--- src/rtl/instr_encode.sv ---
// instr_encode: packs MIPS instruction fields into 32-bit words and streams them to instruction memory from BASE_ADDR through a FIFO; ENC_CHECKSUM_EN adds a running XOR checksum of written words.
module instr_encode #(
    parameter int DWIDTH = 32,
    parameter int AWIDTH = 32,
    parameter int DEPTH = 4,
    parameter logic [AWIDTH-1:0] BASE_ADDR = '0
) (
    input  logic              clk,
    input  logic              rst,
    input  logic              in_valid,
    output logic              in_ready,
    input  logic [2:0]        in_kind,
    input  logic [3:0]        in_op,
    input  logic [4:0]        in_rs,
    input  logic [4:0]        in_rt,
    input  logic [4:0]        in_rd,
    input  logic [15:0]       in_imm,
    input  logic [25:0]       in_target,
    output logic              imem_we,
    output logic [AWIDTH-1:0] imem_addr,
    output logic [DWIDTH-1:0] imem_wdata,
    input  logic              imem_ready,
    output logic              err,
    output logic [7:0]        err_cnt,
`ifdef ENC_CHECKSUM_EN
    output logic [31:0]       checksum,
`endif
    output logic [15:0]       wr_count
);
    localparam int PW = $clog2(DEPTH);

    logic [DWIDTH-1:0] mem [DEPTH];
    logic [PW-1:0] wr_ptr, rd_ptr;
    logic [PW:0] count;
    logic [6:0] fn;
    logic [5:0] opc;
    logic jr, legal, accept, push, pop;
    logic [DWIDTH-1:0] word;

    // fn carries {legal, funct}; unlisted ALU ops decode to zero and are dropped
    always_comb begin
        fn = in_op == 4'b0000 ? 7'b1_100100 :
             in_op == 4'b0001 ? 7'b1_100101 :
             in_op == 4'b0010 ? 7'b1_100000 :
             in_op == 4'b0110 ? 7'b1_100010 :
             in_op == 4'b1100 ? 7'b1_100111 :
             in_op == 4'b0111 ? 7'b1_101010 :
             in_op == 4'b1000 ? 7'b1_001000 : 7'b0;
        opc = in_kind == 3'd1 ? 6'b001000 :
              in_kind == 3'd2 ? 6'b001010 :
              in_kind == 3'd3 ? 6'b100011 :
              in_kind == 3'd4 ? 6'b101011 :
              in_kind == 3'd5 ? 6'b000100 :
              in_kind == 3'd6 ? 6'b000010 :
              in_kind == 3'd7 ? 6'b000011 : 6'b000000;
        jr = in_op == 4'b1000;
        legal = in_kind != 3'd0 || fn[6];
        word = in_kind == 3'd0 ? {6'b0, in_rs, jr ? 5'd0 : in_rt, jr ? 5'd0 : in_rd, 5'd0, fn[5:0]} :
               in_kind[2:1] == 2'b11 ? {opc, in_target} : {opc, in_rs, in_rt, in_imm};
    end

    assign in_ready = count < (PW+1)'(DEPTH);
    assign accept = in_valid && in_ready;
    assign push = accept && legal;
    assign imem_we = count != '0;
    assign pop = imem_we && imem_ready;
    assign imem_wdata = imem_we ? mem[rd_ptr] : '0;

    always_ff @(posedge clk)
        if (push) mem[wr_ptr] <= word;

    always_ff @(posedge clk) begin
        if (rst) begin
            wr_ptr <= '0;
            rd_ptr <= '0;
            count <= '0;
            imem_addr <= BASE_ADDR;
            err <= 1'b0;
            err_cnt <= '0;
            wr_count <= '0;
        end else begin
            wr_ptr <= wr_ptr + PW'(push);
            rd_ptr <= rd_ptr + PW'(pop);
            count <= count + (PW+1)'(push) - (PW+1)'(pop);
            imem_addr <= pop ? imem_addr + AWIDTH'(4) : imem_addr;
            err <= accept && !legal;
            err_cnt <= err_cnt + 8'(accept && !legal && err_cnt != 8'hFF);
            wr_count <= wr_count + 16'(pop);
        end
    end

`ifdef ENC_CHECKSUM_EN
    always_ff @(posedge clk) begin
        if (rst) checksum <= '0;
        else if (pop) checksum <= checksum ^ imem_wdata;
    end
`endif
endmodule

--- config.mk ---
export PLATFORM = sky130hd
export DESIGN_NAME = instr_encode
export DESIGN_NICKNAME = d
export VERILOG_FILES = /design/src/rtl/instr_encode.sv
export SDC_FILE = /design/constraint.sdc
export NUM_CORES = 1
export LEC_CHECK = 0
export BUFFER_PORTS_ARGS = -buffer_cell sky130_fd_sc_hd__buf_2
export CAP_MARGIN = 10
export CORE_ASPECT_RATIO = 0.75
export CORE_UTILIZATION = 59
export DETAILED_ROUTE_END_ITERATION = 8
export PLACE_DENSITY = 0.85
export REMOVE_ABC_BUFFERS = 1
export SLEW_MARGIN = 10
export SYNTH_ARGS = -nofsm -noshare
export SYNTH_HDL_FRONTEND = slang
export SYNTH_SLANG_ARGS = --single-unit
export TNS_END_PERCENT = 30
--- constraint.sdc ---
create_clock -name clk -period 15.1 [get_ports clk]
set_input_delay 2.265 -clock clk [delete_from_list [all_inputs] [get_ports clk]]
set_output_delay 2.265 -clock clk [all_outputs]
set_load 0.02 [all_outputs]
==> reports/metrics.csv <==
metric;value;unit
status;finished clean;
DRT Wirelength;17910;um
multiplexer share of the synthesized area;10.13;%
Register Area;4966;sq um
Tcrit/Tclk final;32.48;%
Multi-input gate area;3007;sq um
CP top delay family;simple AND/OR/NAND/NOR gates;
CP required;15.38;ns
CTS Buf Count;17;
Hold Crit Class;flip-flop to flip-flop;
Synth Area in Compound Gates;5.573;%
PortBufs;155;
GRT Total Usage;26.36;%
Post-synth ARST share;0;%
Crit. End Element;flip-flop;
Worst-Margin Slew;1.018;ns
final hold vios;0;
top_reg_cell synth;edfxtp_1;
Max FO, Critical Path;10;
#FFs+latches synth;186;
Crit path depth;12;
Overflow after GRT;0;
# rows;36;
Post-Synth Adder-Cell Area;1.632;%
crit path to;count[2]$_SDFF_PP0_;
DRC;0;
setup violators final;0;
Max rail drop VDD;0.08970;mV
vias in the first global route;5650;
Post-Syn Area per Cell;12.76;sq um
initial core utilization;61.59;%
synth warn;0;
Detail Placement HPWL;11690;um
XOR/XNOR share of the synthesized area;3.017;%
unrepaired setup endpoints after global routing;no;
most frequent cells in the layout;buf_2, edfxtp_1, nand2_1;
Fmax;203.9;MHz
CP max stage cell;a21oi_1;
Pins Over Slew Limit;0;
Post-Route Utilization;72.66;%
EDFF count, synth;124;
Mapped Cells;637;
via count;5757;
drt first-iter violations;392;
# clock sinks;186;
Post CTS Setup Buffer Count;0;
Synth Cell Area;8128;sq um
Place WS;9.876;ns
pin count of the biggest net entering global routing;66;
first-pass GRT wire length;28150;um
initial antenna violation count;2;
Worst R2R Start;count[1]$_SDFF_PP0_;
post-route insts no fill;974;
R2R depth;10;
clock slew at reported path FFs;0.06;ns
power density over the cells;141.2;nW/um^2
CTS max path bufs;2;
antenna-violating nets left;0;
post-CTS sizing;0;
Worst Slack Setup Final;10.20;ns
die area;14250;sq um
Area Growth Syn to Fin;17.98;%
Max Cap Viol;0;
register area share after synthesis;61.08;%
DRT Pass-1 Iters;5;
Nets;866;
crit path launch type;input port;
die height;103.6;um
Slew HR;32.06;%
Setup Skew;0.008043;ns
Post-CTS Hold Fix Bufs;0;
via density per instance;5.911;
fillers;886;
CP Cell Sequence;buf_2 -> or3_1 -> a21oi_1 -> or2_2 -> ha_1 -> inv_1 -> ha_1 -> inv_1 -> fa_1 -> xor2_1 -> xnor2_1 -> nor2_1;
CTS tree;built;
Design Power;1354;uW
routed length per placed instance;18.39;um
CP bufs+invs;3;
most common cell after layout, fill and taps aside;buf_2;
largest family of logic cells by synthesized area;simple AND/OR/NAND/NOR gates;
setup tns final;0;ns
layout cells sized above 1;29.84;%
placed cells;940;
Synth cell types;48;
LEAKAGE;0.003585;uW
CP Class;input port to flip-flop;
Worst Setup SP;in_kind[1];
Synth Area in Simple Gates;16.03;%
crit path time final;4.905;ns
slowest stage delay, CP;0.76;ns
Root Buffer;clkbuf_16;
H-Tree Depth;4;
Critical R2R Capture;count[2]$_SDFF_PP0_;
Ports;159;
crit path DAT;5.18;ns
Die W;137.5;um
FF-to-FF setup slack;12.19;ns
worst skew pair latency;0.42;ns
GPL Wtd Cong;0.8318;
Core Box Area;13200;sq um
[how the worst min path moves through the flow]
stage                                from                         end  slack [ns]  cells past startpoint
2_1_floorplan        wr_ptr[1]$_SDFF_PP0_        wr_ptr[1]$_SDFF_PP0_        0.52                      2
3_3_place_gp      wr_count[15]$_SDFF_PP0_     wr_count[15]$_SDFF_PP0_        0.46                      2
3_5_place_dp   imem_addr[13]$_SDFFE_PP0P_  imem_addr[13]$_SDFFE_PP0P_        0.49                      2
4_1_cts           wr_count[15]$_SDFF_PP0_     wr_count[15]$_SDFF_PP0_        0.51                      2
5_1_grt         imem_addr[3]$_SDFFE_PP0P_   imem_addr[3]$_SDFFE_PP0P_        0.54                      2
6_report          wr_count[15]$_SDFF_PP0_     wr_count[15]$_SDFF_PP0_        0.50                      2
[cell type report]
type / count / share of cell area (%)
sequential: 186 / 51.79
multi-input combinational: 407 / 31.35
timing repair buffer: 164 / 8.794
clock buffer: 22 / 4.736
tap: 171 / 2.231
clock inverter: 10 / 0.5741
inverter: 12 / 0.4697
antenna: 2 / 0.05219
[cell usage after synthesis, types with 15 or more instances]
library cell | n | area share [%]
nand3_1 | 17 | 1.0
nand2_1 | 69 | 3.2
and2_1 | 34 | 2.6
a21oi_1 | 41 | 2.5
clkbuf_1 | 19 | 0.88
nor2_1 | 35 | 1.6
xor2_1 | 15 | 1.6
edfxtp_1 | 124 | 46
dfxtp_1 | 62 | 15
o31ai_1 | 16 | 1.5
o21ai_0 | 18 | 1.1
mux4_2 | 31 | 8.6
[state kept, by name (all words and copies together), names as in the netlist]
signal     count
wr_count      16
imem_addr     30
mem          124
wr_ptr         2
err            1
rd_ptr         2
count          3
err_cnt        8
[cells by family after synthesis]
group           count (synthesis)
flops                         186
fa+ha+maj                      10
compound gates                 80
simple gates                  243
buf+inv                        46
other cells                     1
mux                            43
xor+xnor                       28
[where the power goes]
group	switching, uW	internal, uW
registers	26.5	590
clock network	177	212
logic	203	146
[worst min-delay path: cells and delay by family, from the launching register on]
family / cells / cell delay [ns]
AO/OA/AOI/OAI: 2 / 0.14
flip-flops: 1 / 0.32
[stage by stage]
stage          hold slack, ns  cell area [sq um]
2_1_floorplan          0.5233               7978
3_3_place_gp           0.4633               9075
3_5_place_dp           0.4941               9075
4_1_cts                0.5066               9584
5_1_grt                0.5371               9584
6_report               0.5031               9589
[per-layer routing]
metal  vias up  track usage, %  part of all wire [%]  routed length [um]
li1       2679               -                     -                   -
met1      2780           33.42                    41                7302
met2       277           43.47                    50                8918
met3        19           7.538                   8.4                1504
met4         2           8.399                  0.94                 169
met5         -               0                 0.095                  17
Note: power is estimated with default switching activity, not from simulation.
